--- src/rtl/burst_wf_pkg.sv ---
// Shared constants, FSM state types and the burst offset helper for the burst copy engine.
package burst_wf_pkg;

  localparam int unsigned DEF_ADDRESS_WIDTH          = 32;
  localparam int unsigned DEF_LENGTH_WIDTH           = 32;
  localparam int unsigned DEF_DATA_WIDTH             = 32;
  localparam int unsigned DEF_BYTE_ENABLE_WIDTH      = 4;
  localparam int unsigned DEF_BYTE_ENABLE_WIDTH_LOG2 = 2;
  localparam int unsigned DEF_BURST_COUNT            = 8;
  localparam int unsigned DEF_BURST_WIDTH            = 4;

  typedef enum logic [1:0] {RdIdle, RdReq, RdData} rd_state_t;
  typedef enum logic       {WrIdle, WrWrite}        wr_state_t;

  // Byte offset of burst idx: idx * burst_count words, each 2**be_log2 bytes wide.
  function automatic logic [63:0] burst_offset(input logic [31:0] idx,
                                               input int unsigned burst_count,
                                               input int unsigned be_log2);
    return (64'(idx) * 64'(burst_count)) << be_log2;
  endfunction

endpackage

--- src/rtl/burst_fifo_wf.sv ---
// Synchronous show-ahead FIFO: head always presents the oldest entry while not empty.
module burst_fifo_wf #(
  parameter int unsigned WIDTH = 32,
  parameter int unsigned DEPTH = 16
) (
  input  logic                           clk,
  input  logic                           reset,
  input  logic                           push,
  input  logic [WIDTH-1:0]               push_data,
  input  logic                           pop,
  output logic [WIDTH-1:0]               head,
  output logic                           empty,
  output logic                           full,
  output logic [$clog2(DEPTH+1)-1:0]     count
);

  localparam int unsigned AW = (DEPTH > 1) ? $clog2(DEPTH) : 1;
  localparam int unsigned CW = $clog2(DEPTH + 1);

  logic [WIDTH-1:0] mem [DEPTH];
  logic [AW-1:0]    wr_ptr_q, rd_ptr_q;
  logic [CW-1:0]    count_q;
  logic             do_push, do_pop;

  // Explicit wrap so non-power-of-two depths work.
  function automatic logic [AW-1:0] ptr_inc(input logic [AW-1:0] p);
    return (p == AW'(DEPTH - 1)) ? '0 : p + AW'(1);
  endfunction

  assign empty   = (count_q == '0);
  assign full    = (count_q == CW'(DEPTH));
  assign count   = count_q;
  assign head    = mem[rd_ptr_q];
  assign do_push = push & ~full;
  assign do_pop  = pop & ~empty;

  always_ff @(posedge clk) begin
    if (reset) begin
      wr_ptr_q <= '0;
      rd_ptr_q <= '0;
      count_q  <= '0;
    end else begin
      if (do_push) wr_ptr_q <= ptr_inc(wr_ptr_q);
      if (do_pop)  rd_ptr_q <= ptr_inc(rd_ptr_q);
      case ({do_push, do_pop})
        2'b10:   count_q <= count_q + CW'(1);
        2'b01:   count_q <= count_q - CW'(1);
        default: count_q <= count_q;
      endcase
    end
  end

  always_ff @(posedge clk) begin
    if (do_push) mem[wr_ptr_q] <= push_data;
  end

endmodule

--- src/rtl/burst_read_write_wf.sv ---
// Avalon-MM burst copy engine: reads one burst into a FIFO and writes it back out at the
// same burst offset in the write region.
module burst_read_write_wf
  import burst_wf_pkg::*;
#(
  parameter int unsigned ADDRESS_WIDTH          = DEF_ADDRESS_WIDTH,
  parameter int unsigned LENGTH_WIDTH           = DEF_LENGTH_WIDTH,
  parameter int unsigned DATA_WIDTH             = DEF_DATA_WIDTH,
  parameter int unsigned BYTE_ENABLE_WIDTH      = DEF_BYTE_ENABLE_WIDTH,
  parameter int unsigned BYTE_ENABLE_WIDTH_LOG2 = DEF_BYTE_ENABLE_WIDTH_LOG2,
  parameter int unsigned BURST_COUNT            = DEF_BURST_COUNT,
  parameter int unsigned BURST_WIDTH            = DEF_BURST_WIDTH
) (
  input  logic                         clk,
  input  logic                         reset,
  input  logic                         ctrl_start,
  input  logic [ADDRESS_WIDTH-1:0]     ctrl_rd_baseaddress,
  input  logic [ADDRESS_WIDTH-1:0]     ctrl_wr_baseaddress,
  input  logic [BURST_WIDTH-1:0]       ctrl_burstcount,
  output logic                         ctrl_busy,
  output logic [BURST_WIDTH-1:0]       ctrl_address,
  output logic [ADDRESS_WIDTH-1:0]     rd_address,
  output logic                         rd_read,
  output logic [BURST_WIDTH-1:0]       rd_burstcount,
  input  logic                         rd_waitrequest,
  input  logic                         rd_readdatavalid,
  input  logic [DATA_WIDTH-1:0]        rd_readdata,
  output logic [ADDRESS_WIDTH-1:0]     wr_address,
  output logic                         wr_write,
  output logic [DATA_WIDTH-1:0]        wr_writedata,
  output logic [BURST_WIDTH-1:0]       wr_burstcount,
  output logic [BYTE_ENABLE_WIDTH-1:0] wr_byteenable,
  input  logic                         wr_waitrequest
);

  localparam int unsigned FifoDepth = 2 * BURST_COUNT;

  rd_state_t                rd_state_q, rd_state_d;
  wr_state_t                wr_state_q, wr_state_d;
  logic                     rd_read_q, rd_read_d;
  logic [ADDRESS_WIDTH-1:0] rd_address_q, rd_address_d, wr_address_q, wr_address_d;
  logic [BURST_WIDTH-1:0]   rd_burstcount_q, rd_burstcount_d, wr_burstcount_q, wr_burstcount_d;
  logic [BURST_WIDTH-1:0]   ctrl_address_q, ctrl_address_d;
  logic [LENGTH_WIDTH-1:0]  rd_cnt_q, rd_cnt_d, wr_cnt_q, wr_cnt_d;

  logic                     fifo_push, fifo_pop, fifo_empty, fifo_full;
  logic [DATA_WIDTH-1:0]    fifo_head;
  logic [$clog2(FifoDepth+1)-1:0] fifo_count;
  logic                     unused_fifo;

  logic [ADDRESS_WIDTH-1:0] offset;
  logic [BURST_WIDTH-1:0]   burst_len;
  logic                     wr_accept;

  assign offset = ADDRESS_WIDTH'(burst_offset(32'(ctrl_address_q), BURST_COUNT,
                                               BYTE_ENABLE_WIDTH_LOG2));
  assign burst_len = (ctrl_burstcount > BURST_WIDTH'(BURST_COUNT)) ?
                     BURST_WIDTH'(BURST_COUNT) : ctrl_burstcount;

  assign ctrl_busy     = (rd_state_q != RdIdle) | (wr_state_q != WrIdle);
  assign ctrl_address  = ctrl_address_q;
  assign rd_read       = rd_read_q;
  assign rd_address    = rd_address_q;
  assign rd_burstcount = rd_burstcount_q;
  assign wr_address    = wr_address_q;
  assign wr_burstcount = wr_burstcount_q;
  assign wr_write      = (wr_state_q == WrWrite) & ~fifo_empty;
  assign wr_writedata  = wr_write ? fifo_head : '0;
  assign wr_byteenable = {BYTE_ENABLE_WIDTH{wr_write}};
  assign wr_accept     = wr_write & ~wr_waitrequest;
  assign unused_fifo   = ^{fifo_full, fifo_count};

  always_comb begin
    rd_state_d      = rd_state_q;
    rd_read_d       = rd_read_q;
    rd_address_d    = rd_address_q;
    rd_burstcount_d = rd_burstcount_q;
    rd_cnt_d        = rd_cnt_q;
    wr_state_d      = wr_state_q;
    wr_address_d    = wr_address_q;
    wr_burstcount_d = wr_burstcount_q;
    wr_cnt_d        = wr_cnt_q;
    ctrl_address_d  = ctrl_address_q;
    fifo_push       = 1'b0;
    fifo_pop        = 1'b0;

    case (rd_state_q)
      RdIdle: begin
        if (ctrl_start && !ctrl_busy && (burst_len != '0)) begin
          rd_state_d      = RdReq;
          rd_read_d       = 1'b1;
          rd_address_d    = ctrl_rd_baseaddress + offset;
          rd_burstcount_d = burst_len;
          rd_cnt_d        = '0;
        end
      end
      RdReq: begin
        if (!rd_waitrequest) begin
          rd_state_d = RdData;
          rd_read_d  = 1'b0;
        end
      end
      RdData: begin
        if (rd_readdatavalid) begin
          fifo_push = 1'b1;
          rd_cnt_d  = rd_cnt_q + LENGTH_WIDTH'(1);
          if ((rd_cnt_q + LENGTH_WIDTH'(1)) == LENGTH_WIDTH'(rd_burstcount_q)) begin
            rd_state_d = RdIdle;
          end
        end
      end
      default: rd_state_d = RdIdle;
    endcase

    // The write side opens its burst on the first beat pushed into the FIFO.
    case (wr_state_q)
      WrIdle: begin
        if (fifo_push) begin
          wr_state_d      = WrWrite;
          wr_address_d    = ctrl_wr_baseaddress + offset;
          wr_burstcount_d = rd_burstcount_q;
          wr_cnt_d        = '0;
        end
      end
      WrWrite: begin
        if (wr_accept) begin
          fifo_pop = 1'b1;
          wr_cnt_d = wr_cnt_q + LENGTH_WIDTH'(1);
          if ((wr_cnt_q + LENGTH_WIDTH'(1)) == LENGTH_WIDTH'(wr_burstcount_q)) begin
            wr_state_d     = WrIdle;
            ctrl_address_d = ctrl_address_q + BURST_WIDTH'(1);
          end
        end
      end
      default: wr_state_d = WrIdle;
    endcase
  end

  always_ff @(posedge clk) begin
    if (reset) begin
      rd_state_q      <= RdIdle;
      wr_state_q      <= WrIdle;
      rd_read_q       <= 1'b0;
      rd_address_q    <= '0;
      rd_burstcount_q <= '0;
      rd_cnt_q        <= '0;
      wr_address_q    <= '0;
      wr_burstcount_q <= '0;
      wr_cnt_q        <= '0;
      ctrl_address_q  <= '0;
    end else begin
      rd_state_q      <= rd_state_d;
      wr_state_q      <= wr_state_d;
      rd_read_q       <= rd_read_d;
      rd_address_q    <= rd_address_d;
      rd_burstcount_q <= rd_burstcount_d;
      rd_cnt_q        <= rd_cnt_d;
      wr_address_q    <= wr_address_d;
      wr_burstcount_q <= wr_burstcount_d;
      wr_cnt_q        <= wr_cnt_d;
      ctrl_address_q  <= ctrl_address_d;
    end
  end

  burst_fifo_wf #(
    .WIDTH (DATA_WIDTH),
    .DEPTH (FifoDepth)
  ) u_fifo (
    .clk       (clk),
    .reset     (reset),
    .push      (fifo_push),
    .push_data (rd_readdata),
    .pop       (fifo_pop),
    .head      (fifo_head),
    .empty     (fifo_empty),
    .full      (fifo_full),
    .count     (fifo_count)
  );

endmodule

--- config.mk ---
export PLATFORM = sky130hd
export DESIGN_NAME = burst_read_write_wf
export DESIGN_NICKNAME = d
export VERILOG_FILES = /design/src/rtl/burst_wf_pkg.sv /design/src/rtl/burst_fifo_wf.sv /design/src/rtl/burst_read_write_wf.sv
export SDC_FILE = /design/constraint.sdc
export NUM_CORES = 1
export LEC_CHECK = 0
export CAP_MARGIN = 20
export CORE_MARGIN = 3
export CORE_UTILIZATION = 50
export CTS_CLUSTER_SIZE = 14
export DETAILED_ROUTE_END_ITERATION = 8
export PLACE_DENSITY_LB_ADDON = 0.1
export SYNTH_ARGS = -nofsm -noshare
export SYNTH_HDL_FRONTEND = slang
export SYNTH_HIERARCHICAL = 1
export SYNTH_SLANG_ARGS = --single-unit
--- constraint.sdc ---
create_clock -name clk -period 7.7 [get_ports clk]
set_input_delay 1.54 -clock clk [delete_from_list [all_inputs] [get_ports clk]]
set_output_delay 1.54 -clock clk [all_outputs]
set_load 0.01 [all_outputs]
### Word-level counts from Yosys, hierarchy flattened

Memory sizes are Yosys's and may differ from the RTL's. A register that Yosys moved wholly into a read port is not among the register bits.
Index checks and enable logic that the tools add are counted.
Widths: inputs -> output; s select.

| cells by class | value |
|---|---|
| add/subtract/negate cells | 9 |
| $mul | 0 |
| divide/modulo/power cells | 0 |
| $lt $le $gt $ge | 1 |
| equal/unequal tests | 15 |
| shift-type cells | 0 |
| mux-type cells | 31 |
| bitwise operators | 9 |
| reduce and logical (&&, ||, !) cells | 17 |

Operator list:

| operator | count |
|---|---|
| $mux 32 | 5 |
| $pmux 32 s2 | 2 |
| $add 32x1->32 const B | 2 |
| $add 32x9->32 | 2 |
| $eq 32x4->1 | 2 |
| $mux 4 | 5 |
| $add 4x1->4 const B | 3 |
| $mux 1 | 11 |
| $pmux 5 s2 | 1 |
| $reduce_and 3->1 | 3 |
| $eq 4x4->1 const B | 2 |
| $mux 2 | 4 |
| $ne 2x2->1 const B | 4 |
| $reduce_bool 2->1 | 4 |
| $pmux 2 s3 | 1 |
| $reduce_and 2->1 | 3 |
| $add 5x1->5 const B | 1 |
| $eq 5x5->1 const B | 1 |
| $logic_not 5->1 | 1 |
| $sub 5x1->5 const B | 1 |
| $and 1x1->1 | 4 |
| $eq 2x1->1 const B | 2 |
| $eq 2x2->1 const B | 2 |
| $gt 4x4->1 const B | 1 |
| 9 further kinds | 15 |

| storage, ports and cells | value |
|---|---|
| register bits | 157 |
| latch bits | 0 |
| RAM bits | 512 |
| bits in read-only memories | 0 |
| bits of input ports | 106 |
| logic and storage cells | 96 |
| memories kept | 1 |

Memory list:

| name | words | bits a word | read ports | clocked after Yosys merged registers in | wr ports | RTL line | source |
|---|---|---|---|---|---|---|---|
| u_fifo.mem | 16 | 32 | 1 | 1 | 1 | burst_fifo_wf.sv:20 | `logic [WIDTH-1:0] mem [DEPTH];` |

### Logic depth before layout (Yosys ltp)

| logic depth | value |
|---|---|
| depth after elaboration | 9 |
| gate-level depth with buffers | 20 |
| depth with buffers taken out | 14 |

### Hierarchy

The synthesis kept the hierarchy.

Modules (own cells, without submodules):

| module | instances | cells each | area each (sq um) |
|---|---|---|---|
| burst_fifo_wf | 1 | 826 | 20283.2 |
| burst_read_write_wf | 1 | 1132 | 8506.9 |

### Worst setup path before layout

Ideal clock, no wire load.

| path | value |
|---|---|
| kind | input-to-reg |
| start point | input port rd_readdatavalid |
| end point | memory u_fifo.mem[0][0] (enable) |
| setup time | 0.513 ns |
| arrival time | 5.746 ns |
| data required time | 7.187 ns |
| setup slack | 1.441 ns |
| stages | 6 |
| path through | nand2_1 -> inv_1 -> clkbuf_1 -> o21ai_2 -> buf_6 -> nor4b_1 |

| between the ends | value |
|---|---|
| longest elaborated chain between the ends | 5 |

RTL lines:

| what | RTL line | source |
|---|---|---|
| start: declaration | burst_read_write_wf.sv:26 | `input logic rd_readdatavalid,` |
| $mux 1 | burst_read_write_wf.sv:104 | `if (rd_readdatavalid) begin` |
| $mux 1 | burst_read_write_wf.sv:87 | `case (rd_state_q)` |
| via fifo_push | burst_read_write_wf.sv:46 | `logic fifo_push, fifo_pop, fifo_empty, fifo_full;` |
| $and 1x1->1 | burst_fifo_wf.sv:34 | `assign do_push = push & ~full;` |
| $mux 1 | burst_fifo_wf.sv:54 | `if (do_push) mem[wr_ptr_q] <= push_data;` |
| $mux 1 (implied by the code) | burst_fifo_wf.sv:54 |  |
| end: declaration | burst_fifo_wf.sv:20 |  |

The timed path passes the listed nets, and every way through them passes these cells.

==> impl_metrics.toml <==
[final_layout]
seqCellArea_um2 = 18600
drive_gt1_share_pct = 15.0
fin_nets = 2277
fin_area_um2 = 34000
synthToLayoutAreaGrowth_pct = 17.9
n_fill_cell = 4353
multiInputGateArea_um2 = 9520

[timing]
fin_crit_ps = 5250
fin_worst_skew_ps = 25.2
period_share_pct = 68.2
setup-tns-final_ps = 0
rsz0062_at_grt = "false"
whs_ps = 453
worstMarginPinSlew_ps = 1160
setup_violations = 0
fmax_mhz = 190
worst_slack_ps = 2450
hold_viol = 0
slew_headroom_pct = 21.8
maxSlewViolCount = 0

[die]
chipHeight_um = 246
core-area_um2 = 56700
ios = 221
start_util_pct = 50.8
dieArea_um2 = 60500
rows = 87
die_x_um = 246

[route]
routed_via_density = 5.87
routed_wirelength_mm = 67.5
vias = 17400
drt_iter0_markers = 1163
drc = 0
wl_per_cell_um = 22.8
first_pass_iters = 5
detail-route-antenna-nets = 0

[clock_network]
ctsHtreeMaxLevel = 3
cts_root_buf = "clkbuf_16"
cts_buffers = 71
cts_hold_buf = 0
clock_path_buffers = 3
post_cts_resized = 0
clock_latency_ps = 610
cts.clk_slew.worst_paths_ps = 60
clock-sinks = 673
cts_tree = "yes"
post-cts-setup-buffers = 0

[synth]
syn_area_um2 = 28800
avgSynthCellArea_um2 = 14.7
synthCells = 1957
syn_nets = 2084
yosys_warnings = 6

[pwr]
ir_worst_vdd_uv = 146
switching_share_pct = 20.7
cellPowerDensity_nw_per_um2 = 224
power.switching_mw = 1.57
internal-power_mw = 6.02
leakage_nw = 10.6
clock_power_share_pct = 44.7
seq_power_share_pct = 51.9
p_comb_share_pct = 3.4

[worst_setup_path]
endpoint_kind = "output port"
r2r_setup_slack_ps = 3320
cp_data_arrival_time_ps = 3710
startpoint_type = "flop"
critPathMaxFanout = 46
critPathMaxStageDelay_ps = 760
r2r-start = "u_fifo/count[1]"
crit_slowest_cell = "dfxtp_4"
reg2regPathDepth = 16
r2r_end = "u_fifo/count[4]"
setup.worst_path.end = "wr_writedata[2]"
crit_required_ps = 6160
path_cells = "buf_4 -> mux4_2 -> mux4_2 -> and2_1 -> clkdlybuf4s50_1"
cpMostUsedCell = "mux4_2"
critical_path_class = "flop to output port"

[job]
maxCapViolations = 0

[placement]
placed_cell_area_um2 = 31600
place.gp.congestion = 0.862
io_buffers = 220
dpl.hpwl_mm = 39.8
dp_slack_ps = 2560

[global_routing]
grt_max_degree = 90
grt.total_usage_pct = 22.4
grt_pass1_vias = 17400
antenna_found_initial = 4
grt_pass1_wl_mm = 104
grt_overflow = 0

[worst_hold_path]
hold_class = "flop to flop"

[status]
outcome = "finished clean"
==> worst min-delay path by stage <==
stage / startpoint / cells after the start / slack (ps) / end
finish: rd_address[3] / 2 / 450 / rd_address[3]
CTS: rd_address[3] / 2 / 460 / rd_address[3]
detailed placement: rd_address[3] / 2 / 450 / rd_address[3]
floorplan: wr_cnt_q[22] / 1 / 460 / wr_cnt_q[22]
global route: rd_address[0] / 2 / 480 / rd_address[0]
global placement: rd_address[3] / 2 / 440 / rd_address[3]
==> final cells by class <==
type / instances / area share (%)
inverters: 26 / 0.287
well taps: 756 / 2.79
multi-input cells: 1132 / 28.1
diodes: 1 / 0.00737
clock buffers: 88 / 5.61
flip-flops and latches: 673 / 54.8
clock inverters: 42 / 1.24
repair buffers: 246 / 7.22
==> critical path: cells and delay by family, from the launching register on <==
kind,cells,cell delay (ps)
mux,2,880
flops,1,760
simple gates,1,220
buf+inv,2,1200
==> sequential cells by signal (all words and copies together), names as in the netlist, 4 cells and up, named ones only <==
register         flops
u_fifo/mem         512
rd_burstcount        4
u_fifo/rd_ptr_q      4
wr_address          32
u_fifo/wr_ptr_q      4
u_fifo/count         5
wr_burstcount        4
ctrl_address         4
rd_cnt_q            32
wr_cnt_q            32
rd_address          32
==> power groups by stage <==
| stage | clock [mW] | sequential (mW) | combinational [mW] |
|---|---|---|---|
| floorplan | 0 | 4.02 | 0.0864 |
| global placement | 0 | 4.02 | 0.258 |
| detailed placement | 0 | 4.02 | 0.263 |
| CTS | 3.48 | 3.94 | 0.264 |
| global route | 3.63 | 3.94 | 0.286 |
| finish | 3.39 | 3.94 | 0.261 |
==> layer usage <==
metal / routed length, um / GRT usage, %
met5: 36 / 0
met4: 1740 / 7.33
met3: 4300 / 4.71
met2: 32500 / 36.5
met1: 28900 / 30.3
==> per-stage QoR <==
| step | power (mW) | std cells | utilization, % |
|---|---|---|---|
| after floorplan | 4.11 | 1957 | - |
| after global placement | 4.27 | 2829 | 55.6 |
| after detailed placement | 4.28 | 2830 | 55.6 |
| after CTS | 7.69 | 2960 | 59.7 |
| after global routing | 7.86 | 2963 | 59.9 |
| final | 7.59 | 2964 | 59.9 |
==> placed cells by master (no fill, tap or decap), drive strengths merged, types with 21 or more instances in the layout <==
master	count
inv	29
a311oi	28
clkbuf	88
nand4	28
a21oi	87
mux4	160
nand3	55
clkdlybuf4s50	219
a211oi	44
buf	27
and2	54
o21ai	68
nor3	32
dfxtp	161
edfxtp	512
nor2	144
xnor2	42
clkinv	30
xor2	37
and3	21
nand2	139
No activity file was read; power rests on OpenSTA's default activity.
